$ cat src/rtl/stream_tx_arbiter.sv
// Packet-atomic round-robin arbiter that merges N_REQ requester streams
// onto one registered NAP transmit stream.
//
// state    | meaning
// ---------+------------------------------------------------------------
// ST_IDLE  | no owner; pick the next valid requester after last_winner
// ST_OWNED | grant held by owner until its eop beat is accepted
module stream_tx_arbiter #(
  parameter int N_REQ     = 4,
  parameter int DATA_W    = 256,
  parameter int ADDR_W    = 4,
  parameter int MAX_BEATS = 64
) (
  input  logic                      clk,
  input  logic                      resetn,
  input  logic [N_REQ-1:0]          req_valid,
  output logic [N_REQ-1:0]          req_ready,
  input  logic [N_REQ*DATA_W-1:0]   req_data,
  input  logic [N_REQ*ADDR_W-1:0]   req_addr,
  input  logic [N_REQ-1:0]          req_sop,
  input  logic [N_REQ-1:0]          req_eop,
  output logic                      tx_valid,
  input  logic                      tx_ready,
  output logic [DATA_W-1:0]         tx_data,
  output logic [ADDR_W-1:0]         tx_addr,
  output logic                      tx_sop,
  output logic                      tx_eop,
  output logic [N_REQ-1:0]          grant,
  output logic [15:0]               pkt_count,
  output logic                      sop_err,
  output logic                      len_err
);

  localparam int IDX_W = $clog2(N_REQ);
  localparam int CNT_W = $clog2(MAX_BEATS + 2);

  localparam logic [0:0] ST_IDLE  = 1'b0;
  localparam logic [0:0] ST_OWNED = 1'b1;

  logic [0:0]        state;
  logic [IDX_W-1:0]  owner;
  logic [IDX_W-1:0]  last_winner;
  logic [CNT_W-1:0]  beat_cnt;

  logic              load;
  logic              beat_acc;
  logic [IDX_W-1:0]  next_win;
  logic [IDX_W-1:0]  scan_idx;
  logic              found;

  logic [DATA_W-1:0] sel_data;
  logic [ADDR_W-1:0] sel_addr;
  logic              sel_sop;
  logic              sel_eop;

  assign load      = !tx_valid | tx_ready;
  assign req_ready = grant & {N_REQ{load}};
  assign beat_acc  = (state == ST_OWNED) & req_valid[owner] & load;

  assign sel_data = req_data[int'(owner)*DATA_W +: DATA_W];
  assign sel_addr = req_addr[int'(owner)*ADDR_W +: ADDR_W];
  assign sel_sop  = req_sop[owner];
  assign sel_eop  = req_eop[owner];

  // Round-robin scan starting just after the previous winner.
  always_comb begin
    next_win = last_winner;
    scan_idx = last_winner;
    found    = 1'b0;
    for (int k = 1; k <= N_REQ; k++) begin
      scan_idx = IDX_W'((int'(last_winner) + k) % N_REQ);
      if (!found && req_valid[scan_idx]) begin
        next_win = scan_idx;
        found    = 1'b1;
      end
    end
  end

  always_ff @(posedge clk or negedge resetn) begin
    if (!resetn) begin
      state       <= ST_IDLE;
      owner       <= '0;
      last_winner <= IDX_W'(N_REQ - 1);
      beat_cnt    <= '0;
      grant       <= '0;
      tx_valid    <= 1'b0;
      tx_data     <= '0;
      tx_addr     <= '0;
      tx_sop      <= 1'b0;
      tx_eop      <= 1'b0;
      pkt_count   <= '0;
      sop_err     <= 1'b0;
      len_err     <= 1'b0;
    end else begin
      if (load) begin
        tx_valid <= beat_acc;
        if (beat_acc) begin
          tx_data <= sel_data;
          tx_addr <= sel_addr;
          tx_sop  <= sel_sop;
          tx_eop  <= sel_eop;
        end
      end

      if (tx_valid & tx_ready & tx_eop)
        pkt_count <= pkt_count + 16'd1;

      case (state)
        ST_IDLE: begin
          if (found) begin
            grant    <= N_REQ'(1) << next_win;
            owner    <= next_win;
            beat_cnt <= '0;
            state    <= ST_OWNED;
          end
        end
        ST_OWNED: begin
          if (beat_acc) begin
            if ((beat_cnt == '0) && !sel_sop)
              sop_err <= 1'b1;
            // beat_cnt still holds the pre-increment count, so this is beat MAX_BEATS+1
            if (beat_cnt == CNT_W'(MAX_BEATS))
              len_err <= 1'b1;
            if (beat_cnt != CNT_W'(MAX_BEATS + 1))
              beat_cnt <= beat_cnt + 1'b1;
            if (sel_eop) begin
              last_winner <= owner;
              grant       <= '0;
              state       <= ST_IDLE;
            end
          end
        end
        default: state <= ST_IDLE;
      endcase
    end
  end

endmodule

$ cat config.mk
export PLATFORM = sky130hd
export DESIGN_NAME = stream_tx_arbiter
export DESIGN_NICKNAME = d
export VERILOG_FILES = /design/src/rtl/stream_tx_arbiter.sv
export SDC_FILE = /design/constraint.sdc
export NUM_CORES = 1
export LEC_CHECK = 0
export ABC_AREA = 1
export CELL_PAD_IN_SITES_DETAIL_PLACEMENT = 1
export CELL_PAD_IN_SITES_GLOBAL_PLACEMENT = 2
export CORE_AREA = 5 5 525 527
export DETAILED_ROUTE_END_ITERATION = 12
export DIE_AREA = 0 0 530 532
export GPL_TIMING_DRIVEN = 0
export PLACE_DENSITY = 0.53
export SYNTH_ARGS = -nofsm -noshare
export SYNTH_HDL_FRONTEND = slang
export SYNTH_SLANG_ARGS = --single-unit
$ cat constraint.sdc
create_clock -name clk -period 4.17 [get_ports clk]
set_input_delay 0.417 -clock clk [delete_from_list [all_inputs] [get_ports clk]]
set_output_delay 0.417 -clock clk [all_outputs]
set_load 0.05 [all_outputs]
# Word level (Yosys, flattened, before mapping)
# Cells that the tools add are included.
# op_classes
addsub,6
n_lt_le_gt_ge,5
n_eq_ne,6
shift,3
n_mux,34
n_bitwise,7
reduce_logical,17
# op_table
operator,n
indexed part select 1024 x 11 -> 256 bit,1
two-way mux 7 bit,3
adder 16 x 1 -> 16 bit (second input constant),1
indexed part select 16 x 5 -> 4 bit,1
< comparator 2 x 3 -> 1 bit (second input constant),5
AND reduction 3 bit,5
binary-select mux 1 bit (select 2 bit),7
two-way mux 1 bit,14
case mux 7 bit (2 select lines),1
two-way mux 4 bit,3
two-way mux 2 bit,4
case mux 4 bit (2 select lines),1
adder 7 x 1 -> 7 bit (second input constant),1
equality test 7 bit (second input constant),1
logical NOT 7 bit,1
inequality test 7 bit (second input constant),1
inequality test 2 x 1 -> 1 bit (second input constant),3
logical NOT 1 bit,5
adder 2 x 1 -> 2 bit (second input constant),2
adder 2 bit (second input constant),2
AND 1 bit,4
AND 4 bit,1
logical AND 1 bit,4
AND reduction 2 bit,2
5 further kinds,5
# totals
ff_bits,297
input_bits,1055
elab_cells,91

# Longest topological paths before layout
# Gate-level depths: netlist of run 1.
# depth
word_depth,16
depth_mapped,13
ltp_nobuf,12

# Worst setup path before layout of run 1
# OpenSTA, ideal clock, no wires.
# synth_path
path_kind,register to register
start,register pkt_count[0]
end,register pkt_count[12]
t_arrival_ns,1.681
setup_slack_ns,2.347
path_stages_with_launch,8
path_buffers,0
synth_period_minus_slack_ns,1.823
cell_sequence,dfrtp_1 -> ha_1 -> inv_1 -> nor2_1 -> nand2_1 -> nor3_2 -> nand4_1 -> xnor2_1
# synth_between
elab_chain_cells,1
# synth_rtl
item,line_no,source
start: declaration,29,"output logic [15:0] pkt_count,"
start signal: assignment,106,pkt_count <= pkt_count + 16'd1;
adder 16 x 1 -> 16 bit,106,
# Every way passes these cells.
# A chain may end at the register's enable or synchronous reset.

# Worst setup path in the final report of run 1
# layout_path
start,register owner[1]
end,register tx_data[247]
# layout_between
elab_chain_cells,5
word_cells_on_any_way,6
cone_classes,shift: 1; mux: 2; bitwise: 2; reduce/logical: 1
# layout_rtl
item,line_no,source
start: declaration,41,logic [IDX_W-1:0] owner;
start signal: assignment,112,owner <= next_win;
branches (longest 5 deep; another with indexed part select 1024 x 11 -> 256 bit),-,
end signal: assignment,98,tx_data <= sel_data;
end: declaration,24,"output logic [DATA_W-1:0] tx_data,"
# Several ways; the timed one is not identified. The select of a mux whose other input is x is not followed.

==> results of run 1 <==
Yosys cell counts:
cell,number,area (um2)
o21ai_1,2,10.0
inv_2,6,22.5
nor2_4,1,11.3
nand2_4,1,11.3
inv_1,29,109
nor3_1,4,20.0
o22ai_1,262,1640
nor3b_1,1,7.51
ha_1,4,50.1
buf_2,102,510
buf_1,1,3.75
buf_6,2,22.5
nor2_2,1,6.26
nor2_1,546,2050
xor2_1,10,87.6
o21bai_1,2,15.0
dfrtp_1,295,7380
buf_4,14,105
nand2_1,869,3260
nor3_2,1,10.0
nand4_1,5,31.3
dfstp_2,2,52.6
nor4_1,1,6.26
clkbuf_1,117,439
nand2_2,7,43.8
nand3_2,3,30.0
a31o_2,1,8.76
mux2_2,1,11.3
nand3_1,25,125
xnor2_1,9,78.8
o21ai_0,531,2660
through the flow:
stage / cells / setup TNS, ns
6_report: 7882 / 0
5_1_grt: 7863 / 0
4_1_cts: 7856 / 0
3_5_place_dp: 7771 / 0
3_3_place_gp: 7768 / -3965.92
2_1_floorplan: 2855 / 0
flip-flops by register name, summed over array words and instances, names as in the netlist:
register	cells
grant	4
owner	2
tx_sop	1
len_err	1
tx_eop	1
tx_valid	1
tx_data	256
tx_addr	4
sop_err	1
last_winner	2
beat_cnt	7
state	1
pkt_count	16
worst max path at each step:
stage	slack (ns)	to	start
global route	0.35	tx_data[246]$_DFFE_PN0P_	owner[1]$_DFFE_PN0P_
global placement	-13.52	tx_data[86]$_DFFE_PN0P_	resetn
CTS	0.37	tx_data[245]$_DFFE_PN0P_	owner[1]$_DFFE_PN0P_
floorplan	2.35	pkt_count[12]$_DFFE_PN0P_	pkt_count[0]$_DFFE_PN0P_
finish	0.73	tx_data[247]$_DFFE_PN0P_	owner[1]$_DFFE_PN0P_
detailed placement	0.39	tx_data[245]$_DFFE_PN0P_	owner[1]$_DFFE_PN0P_
final cells by class:
cell class              count  area, um2
inverters                  35        131
diodes                     26       65.1
flip-flops and latches    297       7430
clock buffers              62       1300
fillers                 32300     232000
clock inverters            22        264
well taps                3570       4470
plain buffers             236       1080
repair buffers           1347      13500
multi-input cells        2287      10200
layer usage:
metal | GRT usage, % | routed length, um | vias to the layer above
met5 | 0 | 483 | -
met4 | 3.79 | 5890 | 74
met3 | 5.28 | 20300 | 252
met2 | 26.2 | 107000 | 1290
met1 | 19.2 | 96900 | 13700
li1 | - | - | 12300
kinds of logic (layout without fill, tap and decap cells):
logic type	after synthesis	after routing
XOR/XNOR	19	19
flip-flops	297	297
buffers and inverters	271	1702
AO/OA/AOI/OAI	798	798
other	0	26
AND/OR/NAND/NOR	1465	1465
adder cells (fa/ha/maj)	4	4
multiplexers	1	1
power groups by stage:
| stage | clock network (mW) | registers [mW] | logic (mW) |
|---|---|---|---|
| 2_1_floorplan | 0 | 9.38 | 7.46 |
| 3_3_place_gp | 0 | 5.22 | 23.7 |
| 3_5_place_dp | 0 | 5.23 | 23.7 |
| 4_1_cts | 4.53 | 5.21 | 23.8 |
| 5_1_grt | 4.61 | 5.35 | 24.8 |
| 6_report | 4.25 | 5.19 | 23.1 |
==> results.md, run 1 <==
- Reg2Reg Depth: 8
- Mapped cell area: 0.0188 mm2
- Initial antenna violation count: 96
- Clock skew: 0.0229 ns
- I/O pin total: 1344
- Max rail drop VDD: 275 uV
- Fin crit share: 82.6%
- Placed cell areas: 0.0368 mm2
- DIE WIDTH: 530 um
- Largest net degree at the start of global routing: 98
- Layout area overhead: 104%
- Layout cells sized above 1: 5.18%
- RR Startpoint: owner[1]$_DFFE_PN0P_
- Design area: 0.0385 mm2
- Total power: 32.5 mW
- H-tree Lvls: 2
- Worst Path Buf+Inv: 4
- CP top delay family: buffers and inverters
- Syn nets: 3914
- Post-DR wirelength/cell: 29.3 um
- Setup crit start kind: flop
- Placement Rows: 191
- 1st-iter DRT viols: 1603
- Clk pwr share: 13.1%
- Worst Setup Slack, final: 0.727 ns
- Critical Path Fanout Max: 10
- Status: finished, final reports clean
- Worst hold path class: primary input to asynchronous set/reset pin
- TritonRoute pass-1 iters: 5
- Final ANT Viol Nets: 0
- Register area share after synthesis: 39.5%
- Most frequent cells in the layout: clkdlybuf4s50_1 (1342), nand2_1 (869), nor2_1 (546)
- Synthesis-stage register bit count: 297
- First-pass GRT wire length: 298000 um
- Slew Viols, Final: 0
- Critical path's slowest cell: clkbuf_1
- Max Cap Viol: 0
- Total clock buffers created by CTS: 46
- Full die area: 0.282 mm2
- Initial Utilization: 6.97%
- Net Sw Power: 19.6 mW
- # port buffers: 1343
- Total Wirelength: 231000 um
- Worst path cell trace: inv_1 -> buf_2 -> buf_2 -> clkbuf_1 -> o21ai_0 -> o22ai_1 -> nand2_1 -> nand2_1
- Commonest non-fill, non-tap cell in the layout: clkdlybuf4s50_1
- Hold slack: 0.290 ns
- Syn Inst Count: 2855
- Fmax: 290 MHz
- Worst R2R End: tx_data[247]$_DFFE_PN0P_
- Sw Ratio: 60.2%
- Final hold vios: 0
- Clk buf depth: 3
- CP Data Arrival Time: 4.02 ns
- Combinational share of power: 71.0%
- # DRC: 0
- DP HPWL: 199000 um
- Clock transition at path regs: 0.06 ns
- GP Congestion: 0.947
- Setup CP Type: flop to flop
- Post-CTS setup buffer count: 0
- Fraction of synthesized area in multiplexers: 0.0598%
- Leakage: 15.1 nW
- Max stage delay on crit path: 0.82 ns
- Vias in the first global route: 29700
- Worst-Skew Late Latency: 0.64 ns
- Yosys warning total: 0
- CORE AREA: 0.270 mm2
- CTS tree: built
- Number of setup violations in the final report: 0
- Reg2Reg Setup Slack: 0.73 ns
- Hold_buf cts: 1
- Power Density: 845 mW/mm2
- Cell-internal power: 12.9 mW
- Vias: 27700
- Crit path time final: 3.44 ns
- Worst slew pin tran: 1.18 ns
- Critical path depth: 8
- Largest family of logic cells by synthesized area: simple AND/OR/NAND/NOR gates
- Synthesized area per cell: 6.59 um2
- Yosys cell types: 31
- Pre-CTS setup slack: 0.388 ns
- Seq pwr share: 16.0%
- WP data required: 4.74 ns
- Simple-Gate Fraction of Synth Area: 29.8%
- CTS Sinks: 297
- Clock Root Buffer: clkbuf_16
- Overflow left after global routing: 0
- Synth Area in Adders: 0.266%
- Post-DR vias/cell: 3.51
- Unrepaired setup endpoints after global routing: false
- Gr usage total: 15.6%
- Final Util: 14.2%
- Crit end category: flop
- Post-CTS Resized: 0
- Slew HR: 21.3%
- Die Y-Extent: 532 um
- Compound-cell area share of the yosys netlist: 23.0%
- Xor and xnor area share after synthesis: 0.884%
- Layout Nets: 5309
(Power assumes the default switching activity.)
==> inputs of run 2 (changes only) <==
--- a/config.mk
+++ b/config.mk
@@ -8,11 +8,11 @@
 export ABC_AREA = 1
 export CELL_PAD_IN_SITES_DETAIL_PLACEMENT = 1
 export CELL_PAD_IN_SITES_GLOBAL_PLACEMENT = 2
-export CORE_AREA = 5 5 525 527
+export CORE_AREA = 5 5 527 529
 export DETAILED_ROUTE_END_ITERATION = 12
-export DIE_AREA = 0 0 530 532
+export DIE_AREA = 0 0 532 534
 export GPL_TIMING_DRIVEN = 0
-export PLACE_DENSITY = 0.53
+export PLACE_DENSITY = 0.54
 export SYNTH_ARGS = -nofsm -noshare
 export SYNTH_HDL_FRONTEND = slang
 export SYNTH_SLANG_ARGS = --single-unit
==> constraint.sdc (replaced) <==
create_clock -name clk -period 2.95 [get_ports clk]
set_input_delay 0.295 -clock clk [delete_from_list [all_inputs] [get_ports clk]]
set_output_delay 0.295 -clock clk [all_outputs]
set_load 0.05 [all_outputs]
==> run 2 against run 1 <==
  * The run now ends with setup timing left
  * Critical path depth down 2
  * Combinational power up 43%
  * Core utilization about the same
  * Global-route usage down 0.082 points
  * Sequential share of layout area down 0.14 points
  * Clock power up 41%
  * Register-to-register slack worse by 0.78 ns
  * Power up 43%
  * Critical path type unchanged
  * Highest routed layer unchanged
==> results.md, run 2 (synthesized netlist as in run 1, its figures left out) <==
- Status: finished with violations (was finished, final reports clean)
- Failing checks: setup timing
- Cell-internal power: 18.4 mW (was 12.9 mW)
- Gr usage total: 15.6% (about the same)
- Max rail drop VDD: 382 uV (was 275 uV)
- Fmax: 333 MHz (was 290 MHz)
- CORE AREA: 0.272 mm2 (was 0.270 mm2)
- Worst-Skew Late Latency: 0.67 ns (was 0.64 ns)
- Fillers: 32600 (was 32300)
- WP data required: 3.56 ns (was 4.74 ns)
- Number of setup violations in the final report: 1 (was 0)
- Post-DR vias/cell: 3.50 (was 3.51)
- Reg2Reg Depth: 6 (was 8)
- Leakage: 15.2 nW (was 15.1 nW)
- Sw Ratio: 60.3% (was 60.2%)
- Area of the multi-input gates: 0.0103 mm2 (was 0.0102 mm2)
- Layout area overhead: 106% (was 104%)
- DIE WIDTH: 532 um (was 530 um)
- CTS tree: built (unchanged)
- Slew Viols, Final: 0 (unchanged)
- Layout cells sized above 1: 5.97% (was 5.18%)
- Vias: 27700 (about the same)
- Clk buf depth: 3 (unchanged)
- Setup crit start kind: flop (unchanged)
- Most flop-heavy register: tx_data (unchanged)
- Worst Setup Slack, final: -0.0530 ns (was 0.727 ns)
- Placed cell areas: 0.0368 mm2 (about the same)
- Pre-CTS setup slack: -1.36 ns (was 0.388 ns)
- Clk pwr share: 12.9% (was 13.1%)
- CP Data Arrival Time: 3.61 ns (was 4.02 ns)
- Largest regs: tx_data x256, pkt_count x16, beat_cnt x7 (unchanged)
- Initial antenna violation count: 122 (was 96)
- TritonRoute pass-1 iters: 7 (was 5)
- Combinational share of power: 71.4% (was 71.0%)
- Net Sw Power: 28.0 mW (was 19.6 mW)
- Total Wirelength: 232000 um (was 231000 um)
- Seq pwr share: 15.7% (was 16.0%)
- Power Density: 1200 mW/mm2 (was 845 mW/mm2)
- # DRC: 0 (unchanged)
- Final hold vios: 0 (unchanged)
- Largest register FFs: 256 (unchanged)
- Initial Utilization: 6.91% (was 6.97%)
- Commonest non-fill, non-tap cell in the layout: clkdlybuf4s50_1 (unchanged)
- Clock transition at path regs: 0.06 ns (about the same)
- Total power: 46.4 mW (was 32.5 mW)
- Die Y-Extent: 534 um (was 532 um)
- Worst slew pin tran: 1.39 ns (was 1.18 ns)
- Max Cap Viol: 0 (unchanged)
- Largest net degree at the start of global routing: 90 (was 98)
- DP HPWL: 201000 um (was 199000 um)
- Fin crit share: 102% (was 82.6%)
- Design area: 0.0387 mm2 (was 0.0385 mm2)
- Vias in the first global route: 29400 (was 29700)
- First-pass GRT wire length: 298000 um (about the same)
- # port buffers: 1343 (unchanged)
- Most frequent cells in the layout: clkdlybuf4s50_1 (1339), nand2_1 (869), nor2_1 (546) (was clkdlybuf4s50_1 (1342), nand2_1 (869), nor2_1 (546))
- Layout Nets: 5311 (was 5309)
- GP Congestion: 0.981 (was 0.947)
- Hold slack: 0.108 ns (was 0.290 ns)
- RR Startpoint: owner[1]$_DFFE_PN0P_ (unchanged)
- 1st-iter DRT viols: 1632 (was 1603)
- Total clock buffers created by CTS: 46 (unchanged)
- I/O pin total: 1344 (unchanged)
- Crit path time final: 3.00 ns (was 3.44 ns)
- Final ANT Viol Nets: 0 (unchanged)
- Clock skew: 0.0393 ns (was 0.0229 ns)
- Setup CP Type: flop to flop (unchanged)
- Worst R2R End: tx_data[232]$_DFFE_PN0P_ (was tx_data[247]$_DFFE_PN0P_)
- H-tree Lvls: 2 (unchanged)
- Full die area: 0.284 mm2 (was 0.282 mm2)
- FF/Latch Area: 0.00743 mm2 (unchanged)
- Crit end category: flop (unchanged)
- Post-DR wirelength/cell: 29.4 um (was 29.3 um)
- Slew HR: 6.17% (was 21.3%)
- Unrepaired setup endpoints after global routing: false (unchanged)
- Worst hold path class: primary input to asynchronous set/reset pin (unchanged)
- Reg2Reg Setup Slack: -0.05 ns (was 0.73 ns)
- CTS Sinks: 297 (unchanged)
- Overflow left after global routing: 0 (unchanged)
- Clock Root Buffer: clkbuf_16 (unchanged)
- Placement Rows: 192 (was 191)
- Critical Path Fanout Max: 10 (unchanged)
-- run 2: per-layer routing --
layer  global-route usage (%)  up-vias  share of wire (%)
li1                         -    12300                  -
met1                     19.3    13700                 42
met2                     26.0     1336                 46
met3                     5.97      243                9.8
met4                     2.31       72                1.6
met5                        0        -               0.21
-- run 2: cell type report --
| class | count | share of cell area (%) |
|---|---|---|
| Timing Repair Buffer | 1349 | 35.1 |
| Inverter | 35 | 0.339 |
| Clock buffer | 63 | 3.37 |
| Multi-Input combinational cell | 2287 | 26.6 |
| Sequential cell | 297 | 19.2 |
| Tap cell | 3589 | 11.6 |
| Buffer | 236 | 2.96 |
| Clock inverter | 23 | 0.733 |
| Antenna cell | 24 | 0.155 |
-- run 2: power groups by stage --
stage	sequential (mW)	combinational (mW)	clock [mW]
finish	7.28	33.1	6.00
global route	7.51	35.5	6.42
CTS	7.32	34.1	6.33
detailed placement	7.35	33.7	0
global placement	7.33	33.7	0
floorplan	13.3	10.6	0
-- run 2: what timing repair did --
item,in CTS,in global routing
pin swaps,1,0
hold endpoints to repair,83,0
hold buffers,1,0
buffers inserted,2,0
setup endpoints to repair,217,3
gates resized for setup,48,4
cloned,0,0
-- run 2: worst max path at each step --
stage | start | endpoint | slack [ns] | depth (start not counted)
2_1_floorplan | pkt_count[0]$_DFFE_PN0P_ | pkt_count[12]$_DFFE_PN0P_ | 1.13 | 7
3_3_place_gp | resetn | tx_data[81]$_DFFE_PN0P_ | -14.69 | 1
3_5_place_dp | owner[1]$_DFFE_PN0P_ | tx_addr[2]$_DFFE_PN0P_ | -1.36 | 8
4_1_cts | owner[1]$_DFFE_PN0P_ | tx_data[114]$_DFFE_PN0P_ | 0.0005 | 6
5_1_grt | owner[0]$_DFFE_PN0P_ | tx_data[232]$_DFFE_PN0P_ | 0.007 | 7
6_report | owner[1]$_DFFE_PN0P_ | tx_data[232]$_DFFE_PN0P_ | -0.05 | 6
-- run 2: per-stage QoR --
| stage | setup TNS [ns] | utilization, % | cells |
|---|---|---|---|
| final | -0.0530 | 14.2 | 7903 |
| after global routing | 0 | 14.2 | 7887 |
| after CTS | 0 | 14.2 | 7879 |
| after detailed placement | -142.15 | 13.5 | 7790 |
| after global placement | -4568.47 | 13.5 | 7787 |
| after floorplan | 0 | - | 2855 |
-- run 2: worst max-delay path: stages, from the launching register on --
cell      delay [ns]
dfrtp_1         0.46
buf_4           0.40
clkbuf_1        0.42
o21ai_0         0.52
o22ai_1         0.86
nand2_1         0.15
nand2_1         0.09
